--- config.mk ---
export PLATFORM = sky130hd
export DESIGN_NAME = gate_alu_pipe
export DESIGN_NICKNAME = d
export VERILOG_FILES = /design/src/rtl/gate_alu_pkg.sv /design/src/rtl/gate_alu_stage.sv /design/src/rtl/gate_alu_pipe.sv
export SDC_FILE = /design/constraint.sdc
export NUM_CORES = 1
export LEC_CHECK = 0
export CORE_MARGIN = 2
export CORE_UTILIZATION = 35
export CTS_CLUSTER_DIAMETER = 200
export CTS_CLUSTER_SIZE = 14
export DETAILED_ROUTE_END_ITERATION = 8
export PLACE_DENSITY = 0.56
export SLEW_MARGIN = 0
export SYNTH_ARGS = -nofsm -noshare
export SYNTH_HDL_FRONTEND = slang
export SYNTH_SLANG_ARGS = --single-unit
export TNS_END_PERCENT = 5
--- constraint.sdc ---
create_clock -name clk -period 3.3 [get_ports clk]
set_input_delay 0.825 -clock clk [delete_from_list [all_inputs] [get_ports clk]]
set_output_delay 0.825 -clock clk [all_outputs]
set_load 0.02 [all_outputs]
--- src/rtl/gate_alu_pkg.sv ---
// rtl/gate_alu_pkg.sv - op encodings and shared bitwise op function for gate_alu_pipe
package gate_alu_pkg;

  typedef logic [2:0] op_t;

  localparam op_t OP_AND  = 3'd0;
  localparam op_t OP_OR   = 3'd1;
  localparam op_t OP_NAND = 3'd2;
  localparam op_t OP_NOR  = 3'd3;
  localparam op_t OP_XOR  = 3'd4;
  localparam op_t OP_XNOR = 3'd5;
  localparam op_t OP_NOT  = 3'd6;
  localparam op_t OP_PASS = 3'd7;

  localparam int MAX_WIDTH = 64;

  // Evaluated at the widest legal width; callers truncate to their own WIDTH.
  function automatic logic [MAX_WIDTH-1:0] gate_op(
    input op_t                  op,
    input logic [MAX_WIDTH-1:0] x,
    input logic [MAX_WIDTH-1:0] y
  );
    logic [MAX_WIDTH-1:0] res;
    case (op)
      OP_AND:  res = x & y;
      OP_OR:   res = x | y;
      OP_NAND: res = ~(x & y);
      OP_NOR:  res = ~(x | y);
      OP_XOR:  res = x ^ y;
      OP_XNOR: res = ~(x ^ y);
      OP_NOT:  res = ~x;
      default: res = x;
    endcase
    return res;
  endfunction

endpackage

--- src/rtl/gate_alu_stage.sv ---
// rtl/gate_alu_stage.sv - one valid/data register slice with pass-through ready
module gate_alu_stage #(
  parameter int DW = 10
) (
  input  logic          clk,
  input  logic          rst_n,
  input  logic          in_valid,
  input  logic [DW-1:0] in_data,
  output logic          in_ready,
  output logic          out_valid,
  output logic [DW-1:0] out_data,
  input  logic          out_ready
);

  logic          valid_q, valid_d;
  logic [DW-1:0] data_q, data_d;

  // Accept when empty or when the held beat leaves on this same edge.
  always_comb begin
    in_ready = !valid_q || out_ready;
    valid_d  = in_ready ? in_valid : valid_q;
    data_d   = (in_valid && in_ready) ? in_data : data_q;
  end

  always_ff @(posedge clk) begin
    if (!rst_n) begin
      valid_q <= 1'b0;
      data_q  <= '0;
    end else begin
      valid_q <= valid_d;
      data_q  <= data_d;
    end
  end

  assign out_valid = valid_q;
  assign out_data  = data_q;

endmodule

--- src/rtl/gate_alu_pipe.sv ---
// rtl/gate_alu_pipe.sv - pipelined bitwise logic unit with accumulator and valid/ready streams
module gate_alu_pipe
  import gate_alu_pkg::*;
#(
  parameter int WIDTH  = 8,
  parameter int STAGES = 2
) (
  input  logic             clk,
  input  logic             rst_n,
  input  logic             in_valid,
  output logic             in_ready,
  input  logic [WIDTH-1:0] a,
  input  logic [WIDTH-1:0] b,
  input  logic [2:0]       op,
  input  logic             acc_en,
  input  logic             acc_clr,
  output logic             out_valid,
  input  logic             out_ready,
  output logic [WIDTH-1:0] y,
  output logic             zero,
  output logic             parity
);

  // Slice payload is {parity, nonzero, result}; storing nonzero lets a cleared
  // slice read back as y=0 with zero=1.
  localparam int DW = WIDTH + 2;

  logic [WIDTH-1:0] acc_q, acc_d;
  logic [WIDTH-1:0] x_sel, y_sel, op_res, r;
  logic             accept;

  logic [STAGES:0]  vld;
  logic [STAGES:0]  rdy;
  logic [DW-1:0]    dat [STAGES+1];

  always_comb begin
    accept = in_valid && in_ready;
    x_sel  = acc_en ? acc_q : a;
    y_sel  = acc_en ? a : b;
    op_res = WIDTH'(gate_op(op_t'(op), MAX_WIDTH'(x_sel), MAX_WIDTH'(y_sel)));
    r      = (acc_en && acc_clr) ? a : op_res;
    acc_d  = (accept && acc_en) ? r : acc_q;
  end

  always_ff @(posedge clk) begin
    if (!rst_n) begin
      acc_q <= '0;
    end else begin
      acc_q <= acc_d;
    end
  end

  assign vld[0]      = in_valid;
  assign dat[0]      = {^r, |r, r};
  assign rdy[STAGES] = out_ready;

  for (genvar i = 0; i < STAGES; i++) begin : g_stage
    gate_alu_stage #(.DW(DW)) u_stage (
      .clk       (clk),
      .rst_n     (rst_n),
      .in_valid  (vld[i]),
      .in_data   (dat[i]),
      .in_ready  (rdy[i]),
      .out_valid (vld[i+1]),
      .out_data  (dat[i+1]),
      .out_ready (rdy[i+1])
    );
  end

  assign in_ready  = rst_n && rdy[0];
  assign out_valid = vld[STAGES];
  assign y         = dat[STAGES][WIDTH-1:0];
  assign zero      = ~dat[STAGES][WIDTH];
  assign parity    = dat[STAGES][WIDTH+1];

endmodule
Word-level counts from Yosys, hierarchy flattened
Index checks and enable logic that the tools add are counted.
{"block": "op_classes", "eq_ne": 6, "shift": 0, "add_sub_neg": 0, "magnitude_cmp": 0, "muxes": 4, "n_bitwise": 8, "div": 0, "n_reduce_logical": 13, "multipliers": 0}
{"operator": "8-bit case mux with 7 select lines", "count": 1}
{"operator": "8-bit inverter", "count": 4}
{"operator": "8-bit two-way mux", "count": 3}
{"operator": "3-bit equality test (second input constant)", "count": 3}
{"operator": "8-bit bitwise AND", "count": 1}
{"operator": "8-bit bitwise OR", "count": 1}
{"operator": "8-bit OR reduction", "count": 1}
{"operator": "8-bit parity", "count": 1}
{"operator": "8-bit XOR", "count": 1}
{"operator": "3-bit by 2-bit equality test with 1-bit output (second input constant)", "count": 2}
{"operator": "1-bit logical AND", "count": 6}
{"operator": "3-bit by 1-bit equality test with 1-bit output (second input constant)", "count": 1}
{"operator": "3-bit logical NOT", "count": 1}
{"operator": "1-bit logical NOT", "count": 2}
{"operator": "1-bit logical OR", "count": 2}
{"operator": "1-bit inverter", "count": 1}
{"block": "totals", "word_cells": 36, "mem_bits_ro": 0, "ramBits": 0, "memories": 0, "output_inout_bits": 12, "latchBits": 0, "reg_bits": 30}

Longest topological paths before layout
Gate-level depths: netlist (run 1).
{"block": "depth", "depth_word": 6, "ltp_mapped": 14}

By module
Synthesis (run 1) repeated with hierarchy kept, for this count alone.
{"block": "hier_totals", "hier_cells": 282, "area_unflattened_um2": 2469.9}
{"mod": "gate_alu_pipe", "area_per_inst_um2": 1571.5, "instances": 1, "cells_each": 186}
{"mod": "gate_alu_stage", "area_per_inst_um2": 449.2, "instances": 2, "cells_each": 48}

Worst setup path after synthesis (run 1)
No wires, ideal clock.
{"block": "synth_timing", "path_kind": "input port to flip-flop", "startpoint": "input acc_en", "endpoint": "register g_stage[0].u_stage.data_q[9]", "setup_slack_ps": 70, "n_path_buf": 2, "arrival_ps": 3114, "setup_time_ps": 116, "path_stages": 13, "path_cell_list": "buf_4 -> buf_4 -> mux2i_1 -> ha_1 -> mux2_1 -> mux2i_1 -> o221ai_1 -> a22oi_2 -> ha_1 -> xor2_1 -> xnor2_1 -> nand2_1 -> o211a_1"}
{"block": "synth_via", "elab_chain_len": 6, "elab_cells_between_ends": 13, "classes_between": "mux: 4; bitwise: 7; reduce/logical: 2"}
{"item": "start, declared", "line": "gate_alu_pipe.sv:15", "rtl": "input logic acc_en,"}
{"item": "8-bit two-way mux (on tied branches)", "line": "gate_alu_pipe.sv:38, gate_alu_pipe.sv:39"}
{"item": "8-bit XOR (tied with other cells)", "line": "gate_alu_pkg.sv:29, gate_alu_pkg.sv:30"}
{"item": "8-bit inverter (on tied branches)", "line": "gate_alu_pkg.sv:30, gate_alu_pkg.sv:27, gate_alu_pkg.sv:28"}
{"item": "8-bit case mux with 7 select lines", "line": "gate_alu_pkg.sv:24", "rtl": "case (op)"}
{"item": "8-bit two-way mux (*)", "line": "gate_alu_pipe.sv:41", "rtl": "r = (acc_en && acc_clr) ? a : op_res;"}
{"item": "8-bit parity (*)", "line": "gate_alu_pipe.sv:54", "rtl": "assign dat[0] = {^r, |r, r};"}
{"item": "end signal, assigned", "line": "gate_alu_stage.sv:31", "rtl": "data_q <= data_d;"}
{"item": "end, declared", "line": "gate_alu_stage.sv:16", "rtl": "logic [DW-1:0] data_q, data_d;"}
Every way passes the cells marked *; elsewhere a longest branch is shown, timed or not.
A chain may end at the register's enable or synchronous reset.

Worst setup path after layout (run 1)
Ends and elaborated chain as after synthesis.

==> results.yml, run 1 <==
worst_setup_path:
  ff2ff_path_depth: 12
  reg2reg_setup_slack_ns: 0.75
  worstPathRequired_ns: 3.47
  timing_worst_setup_path_type: "input port to flop"
  cp.arrival_ns: 3.33
  timing.critical_path.from_type: "input port"
  crit_fanout: 8
  setup.worst_path.end: "g_stage[0].u_stage.out_data[9]"
  crit_path_end_kind: "flop"
  worst_r2r_end: "g_stage[0].u_stage.out_data[9]"
  r2r_start: "acc_q[4]"
  critical_path.startpoint: "acc_en"
placement:
  numPlacedInstances: 400
  dpl-instance-area_um2: 3010
  hpwl_mm: 4.03
  port_buffers: 36
  place.gp.congestion: 0.793
route:
  drt_first_iter_violations: 65
  vias_per_cell: 5.06
  routed_wirelength_mm: 5.49
  firstDrtPassIters: 4
  routed-via-count: 2111
  ant_nets: 0
  drc: 0
  wire_per_inst_um: 13.2
synth:
  async_flop_share_pct: 0
  syn-instance-count: 266
  ys_warn_count: 0
  net_count_after_synthesis: 311
  synth_top_flop_cell: "sky130_fd_sc_hd__dfxtp_1"
  synth-edff-count: 0
  synth_top_cell_area_share_pct: 25.7
  synth_cell_types: 45
  avgSynthCellArea_um2: 8.78
  yosys-top-cells-area: "sky130_fd_sc_hd__dfxtp_1 (26%), sky130_fd_sc_hd__mux2i_1 (14%), sky130_fd_sc_hd__ha_1 (11%)"
  synthMostInstantiatedCell: "sky130_fd_sc_hd__mux2i_1"
  synth.cells.most_frequent: "sky130_fd_sc_hd__mux2i_1 (33), sky130_fd_sc_hd__dfxtp_1 (30), sky130_fd_sc_hd__ha_1 (20)"
  post_synth_instance_area_um2: 2330
  sequential_area_share_after_synthesis_pct: 25.7
  ys_ff_latch: 30
  yosys.area.top_type: "sky130_fd_sc_hd__dfxtp_1"
grt:
  groute.usage.overall_pct: 15.7
  grt_overflow: 0
  first_pass_grt_wire_length_mm: 9.43
  initial_antenna_violation_count: 0
  grt_start_max_net_pins: 32
  number_of_global_route_vias_before_repair: 2100
timing:
  timing_max_transition_violations_final: 0
  slew_headroom_pct: 57.8
  tightestPinTransition_ns: 0.633
  finalHoldViolations: 0
  skew_ns: 0.00406
  grt_setup_unrepaired: "false"
  min_period_over_period_pct: 95.9
  setup-violations-final: 0
  finalCriticalPeriod_ns: 3.17
  totalNegativeSetupSlack_ns: 0
  clock.fmax_mhz: 316
pwr:
  power.ir.vdd_worst_uv: 218
  p_leak_nw: 1.51
  powerDensity_nw_per_um2: 335
flow_run:
  max_cap_viols: 0
die:
  die_outline_height_um: 85.7
  ios: 37
  initial_core_util_pct: 36.6
  core_area_um2: 6390
  die-width_um: 85.7
  total_die_area_um2: 7340
  count_of_standard_cell_rows: 29
clock_network:
  cts.htree.levels: 2
  clk_root_buffer_cell: "sky130_fd_sc_hd__clkbuf_8"
  tritoncts: "yes"
  clock_sink_count: 30
  clock_latency_ns: 0.27
  cts-root-to-sink-buffers: 2
  clkTransAtPathRegs_ns: 0.06
  cts-buffers-inserted: 5
worst_hold_path:
  worst_hold_path_type: "flop to flop"
finish:
  area.growth.synth_to_final_pct: 39.4
  final_cells: 417
  diodes: 0
  multi_input_gate_area_in_the_final_layout_um2: 1560
  seqCellArea_um2: 601
  final_net_count: 385
  final_layout_size_suffix_gt1_share_pct: 26.5
  number_of_fillers_in_the_final_layout: 610
  design_area_um2: 3250
  postLayoutCoreUtil_pct: 51.0
status:
  status: "completed"
[per-stage QoR]
step                      setup WS (ns)  total power, mW  hold WS, ns
final                             0.134             1.09        0.469
after global routing            0.00341             1.17        0.489
after CTS                       0.00764             1.09        0.474
after detailed placement         -0.559            0.797        0.460
after global placement           -0.569            0.792        0.454
after floorplan                  0.0699            0.648        0.438
[cell families (layout without fill, tap and decap cells)]
logic type               count (synthesis)  count (layout)  synth area share [%]
XOR/XNOR                                 6               6                  2.25
adder cells (fa/ha/maj)                 20              20                  10.7
multiplexers                            37              37                  16.1
buffers and inverters                   47             121                  10.3
AND/OR/NAND/NOR                         52              52                  13.3
flip-flops                              30              30                  25.7
AO/OA/AOI/OAI                           74              74                  21.7
[how the worst min path moves through the flow]
stage | startpoint | cells after the start | to | slack, ns
final | acc_q[3] | 2 | acc_q[3] | 0.47
after global routing | acc_q[4] | 2 | acc_q[4] | 0.49
after CTS | acc_q[3] | 2 | acc_q[3] | 0.47
after detailed placement | acc_q[5] | 2 | acc_q[5] | 0.46
after global placement | acc_q[3] | 2 | acc_q[3] | 0.45
after floorplan | acc_q[3] | 2 | acc_q[3] | 0.44
[flip-flops by register name (all words and copies together), names as in the netlist]
name and cells:
g_stage.u_stage.out_data 20, acc_q 8, g_stage.u_stage.out_valid 2
[worst max-delay path, cell delays in order]
cell                       delay (ns)
sky130_fd_sc_hd__buf_2           0.16
sky130_fd_sc_hd__buf_12          0.15
sky130_fd_sc_hd__mux2_2          0.36
sky130_fd_sc_hd__inv_1           0.06
sky130_fd_sc_hd__ha_1            0.23
sky130_fd_sc_hd__mux2_1          0.30
sky130_fd_sc_hd__mux2i_1         0.12
sky130_fd_sc_hd__o221ai_1        0.15
sky130_fd_sc_hd__a22oi_2         0.17
sky130_fd_sc_hd__ha_1            0.27
sky130_fd_sc_hd__xor2_1          0.17
sky130_fd_sc_hd__xnor2_1         0.15
sky130_fd_sc_hd__nand2_1         0.06
sky130_fd_sc_hd__o211a_1         0.14
[metal layers]
layer	track usage, %	vias up	routed length (µm)
li1	-	1084	-
met1	20.3	971	2690
met2	26.6	43	2510
met3	3.08	13	195
met4	4.18	0	96
met5	0	-	0
[what timing repair did]
action	4_1_cts	5_1_grt
setup buffers	7	2
endpoints found under the hold margin	0	0
gates cloned	1	0
resized for setup	9	16
pin swaps	4	11
setup endpoints to repair	2	1
hold buffers	0	0
[where the power goes]
part	leakage, nW	internal, mW	switching [mW]
clock	0.0383	0.145	0.123
sequential	0.246	0.389	0.0143
combinational	1.22	0.233	0.188
[cell type report]
| cell class | instances | share of cell area, % |
|---|---|---|
| Clock buffer | 7 | 2.35 |
| Inverter | 20 | 2.31 |
| Multi-Input combinational cell | 189 | 47.9 |
| Sequential cell | 30 | 18.5 |
| Tap cell | 77 | 2.96 |
| Timing Repair Buffer | 94 | 26.0 |
[layout by cell type, fill, tap and decap left out, types with 2 or more instances in the layout]
master and count:
sky130_fd_sc_hd__clkbuf_8 5, sky130_fd_sc_hd__xor2_1 5, sky130_fd_sc_hd__mux2_1 2, sky130_fd_sc_hd__clkdlybuf4s50_1 31, sky130_fd_sc_hd__nand3_1 8, sky130_fd_sc_hd__a21oi_1 9
sky130_fd_sc_hd__a22oi_2 2, sky130_fd_sc_hd__buf_4 55, sky130_fd_sc_hd__a211oi_2 2, sky130_fd_sc_hd__o21ai_0 18, sky130_fd_sc_hd__o211a_1 2, sky130_fd_sc_hd__nor2_1 5
sky130_fd_sc_hd__mux2i_1 23, sky130_fd_sc_hd__inv_1 19, sky130_fd_sc_hd__nor2b_1 15, sky130_fd_sc_hd__and3b_1 4, sky130_fd_sc_hd__and2_1 3, sky130_fd_sc_hd__nor3_1 2
sky130_fd_sc_hd__o221ai_1 2, sky130_fd_sc_hd__o21ai_1 14, sky130_fd_sc_hd__o21a_1 6, sky130_fd_sc_hd__mux2i_2 9, sky130_fd_sc_hd__a31oi_1 3, sky130_fd_sc_hd__dlymetal6s2s_1 4
sky130_fd_sc_hd__nand2b_1 3, sky130_fd_sc_hd__clkbuf_1 2, sky130_fd_sc_hd__a21oi_2 3, sky130_fd_sc_hd__nor3b_1 3, sky130_fd_sc_hd__dfxtp_1 30, sky130_fd_sc_hd__o221a_1 2
sky130_fd_sc_hd__ha_1 20, sky130_fd_sc_hd__o32ai_1 2, sky130_fd_sc_hd__a22oi_1 3, sky130_fd_sc_hd__nand2_1 4, sky130_fd_sc_hd__a2bb2oi_2 3, sky130_fd_sc_hd__buf_12 2
Note: power is estimated with default switching activity, not from simulation.
==> run 2, diff against run 1 <==
Settings changed: ABC_AREA set to 1, CAP_MARGIN set to 20, PLACE_DENSITY 0.56 to 0.55, REMOVE_ABC_BUFFERS set to 1.
==> run 2 against run 1 <==
Compared with the run above: area after synthesis grew 15%; final area fell by 0.31%; largest cell class unchanged; clock-buffer cell count unchanged; global-route usage up 0.35 points.
==> results.yml, run 2 <==
die:
  die_outline_height_um: 91.5
  initial_core_util_pct: 36.6
  core_area_um2: 7330
  ios: 37
  die-width_um: 91.5
  total_die_area_um2: 8380
  count_of_standard_cell_rows: 31
grt:
  grt_start_max_net_pins: 22
  first_pass_grt_wire_length_mm: 11.3
  initial_antenna_violation_count: 0
  groute.usage.overall_pct: 16.0
  number_of_global_route_vias_before_repair: 2544
  grt_overflow: 0
route:
  vias_per_cell: 4.59
  firstDrtPassIters: 4
  ant_nets: 0
  routed_wirelength_mm: 6.52
  routed-via-count: 2706
  drt_first_iter_violations: 83
  drc: 0
  wire_per_inst_um: 11.1
finish:
  largest_register_ff_count: 20
  mostFrequentLayoutCell: "sky130_fd_sc_hd__nand2_1"
  number_of_fillers_in_the_final_layout: 795
  multi_input_gate_area_in_the_final_layout_um2: 1570
  area.growth.synth_to_final_pct: 20.9
  final_net_count: 535
  postLayoutCoreUtil_pct: 44.3
  seqCellArea_um2: 601
  final_cells: 590
  layout.cells.most_common_list: "sky130_fd_sc_hd__nand2_1 (130), sky130_fd_sc_hd__inv_1 (77), sky130_fd_sc_hd__nand3_1 (50)"
  final_layout_size_suffix_gt1_share_pct: 10.4
  diodes: 0
timing:
  tightestPinTransition_ns: 0.541
  finalCriticalPeriod_ns: 2.98
  skew_ns: 0.00617
  worst_slack_ns: 0.317
  finalHoldViolations: 0
  clock.fmax_mhz: 335
  slew_headroom_pct: 63.7
  grt_setup_unrepaired: "false"
  timing_max_transition_violations_final: 0
  totalNegativeSetupSlack_ns: 0
  setup-violations-final: 0
  min_period_over_period_pct: 90.4
pwr:
  swShare_pct: 33.6
  power.share.sequential_pct: 36.4
  p_leak_nw: 1.81
  power.ir.vdd_worst_uv: 164
  powerDensity_nw_per_um2: 345
  p_int_mw: 0.743
  combinationalPowerShare_pct: 36.9
  power_switching_mw: 0.376
  clkPwrFrac_pct: 26.7
clock_network:
  clock_sink_count: 30
  ctsResizeCount: 0
  cts.htree.levels: 2
  cts-buffers-inserted: 5
  post_cts.repair.setup_buffers: 0
  cts-root-to-sink-buffers: 2
  clk_root_buffer_cell: "sky130_fd_sc_hd__clkbuf_8"
  clkTransAtPathRegs_ns: 0.06
  cts_stage_hold_buffer_count: 0
  tritoncts: "yes"
  clock_latency_ns: 0.28
worst_setup_path:
  worstPathRequired_ns: 3.46
  cp.arrival_ns: 3.14
  crit_path_cell_trace: "clkdlybuf4s50_1 -> inv_1 -> nand2_1 -> o21ai_0 -> ha_1 -> inv_1 -> nand3_1 -> nand2_1 -> nor2_1 -> nand2_1 -> nand2_1 -> nand2_1 -> inv_1 -> ha_1 -> xnor2_1 -> xnor2_1 -> a21oi_1"
  crit_path_end_kind: "flop"
  crit_top_cell: "sky130_fd_sc_hd__nand2_1"
  timing_worst_setup_path_type: "input port to flop"
  critical_path.max_stage_delay_ns: 0.52
  timing.critical_path.from_type: "input port"
  crit_fanout: 2
  slowest_stage: "sky130_fd_sc_hd__clkdlybuf4s50_1"
flow_run:
  max_cap_viols: 0
synth:
  ys_warn_count: 0
  synth_cell_types: 22
  sequential_area_share_after_synthesis_pct: 22.4
  synth.cells.most_frequent: "sky130_fd_sc_hd__nand2_1 (130), sky130_fd_sc_hd__inv_1 (77), sky130_fd_sc_hd__nand3_1 (50)"
  post_synth_instance_area_um2: 2680
  synth_top_cell_area_share_pct: 22.4
  yosys.area.top_type: "sky130_fd_sc_hd__dfxtp_1"
  synth-edff-count: 0
  ys_ff_latch: 30
  avgSynthCellArea_um2: 6.00
  synth_top_flop_cell: "sky130_fd_sc_hd__dfxtp_1"
  yosys-top-cells-area: "sky130_fd_sc_hd__dfxtp_1 (22%), sky130_fd_sc_hd__nand2_1 (18%), sky130_fd_sc_hd__inv_1 (11%)"
  async_flop_share_pct: 0
  synthMostInstantiatedCell: "sky130_fd_sc_hd__nand2_1"
  syn-instance-count: 447
placement:
  dp_slack_ns: -0.225
  hpwl_mm: 5.13
  numPlacedInstances: 582
  port_buffers: 36
  place.gp.congestion: 0.791
worst_hold_path:
  worst_hold_path_type: "flop to flop"
status:
  status: "completed"
## run 2: worst paths after layout
| check | startpoint | to | slack (ns) | depth (start not counted) |
|---|---|---|---|---|
| max reg2reg | acc_q[5] | g_stage[0].u_stage.out_data[9] | 1.10 | 16 |
| min reg2reg | g_stage[1].u_stage.out_data[8] | g_stage[1].u_stage.out_data[8] | 0.46 | 2 |
| max | a[6] | g_stage[0].u_stage.out_data[9] | 0.32 | 17 |
| min | g_stage[1].u_stage.out_data[8] | g_stage[1].u_stage.out_data[8] | 0.46 | 2 |
## run 2: area by class of cell
type / instances / share of cell area [%]
multi-input combinational: 310 / 48.4
timing repair buffer: 61 / 17.0
tap: 99 / 3.82
clock inverter: 1 / 0.154
sequential: 30 / 18.5
inverter: 82 / 9.49
clock buffer: 7 / 2.66
## run 2: worst max-delay path, delay by kind of cell
kind	cells	cell delay (ns)
adder cells (fa/ha/maj)	2	0.63
buffers and inverters	4	0.70
AO/OA/AOI/OAI	2	0.20
AND/OR/NAND/NOR	7	0.45
XOR/XNOR	2	0.31
## run 2: stage by stage
stage               hold slack (ns)  power [mW]  cell area, µm²
CTS                           0.465        1.13            3240
floorplan                     0.450       0.672            2480
global route                  0.495        1.20            3240
global placement              0.448       0.825            3150
finish                        0.459        1.12            3240
detailed placement            0.456       0.829            3150
## run 2: cells by family (layout without fill, tap and decap cells)
group | count (synthesis) | in the layout | share of synthesized area (%)
AO/OA/AOI/OAI | 37 | 37 | 6.90
AND/OR/NAND/NOR | 250 | 250 | 41.3
adder cells (fa/ha/maj) | 20 | 20 | 9.33
flip-flops | 30 | 30 | 22.4
XOR/XNOR | 3 | 3 | 0.980
buffers and inverters | 107 | 151 | 19.1
## run 2: per-layer routing
| layer | global-route usage, % | part of all wire (%) | vias to the layer above |
|---|---|---|---|
| li1 | - | - | 1436 |
| met1 | 22.6 | 52 | 1214 |
| met2 | 25.9 | 44 | 52 |
| met3 | 2.57 | 4.1 | 4 |
| met4 | 2.65 | 0.44 | 0 |
| met5 | 0 | 0 | - |
## run 2: power groups by stage
stage	logic [mW]	registers, mW	clock network (mW)
2_1_floorplan	0.249	0.423	0
4_1_cts	0.415	0.408	0.309
3_5_place_dp	0.414	0.415	0
3_3_place_gp	0.409	0.415	0
6_report	0.412	0.407	0.299
5_1_grt	0.469	0.411	0.324
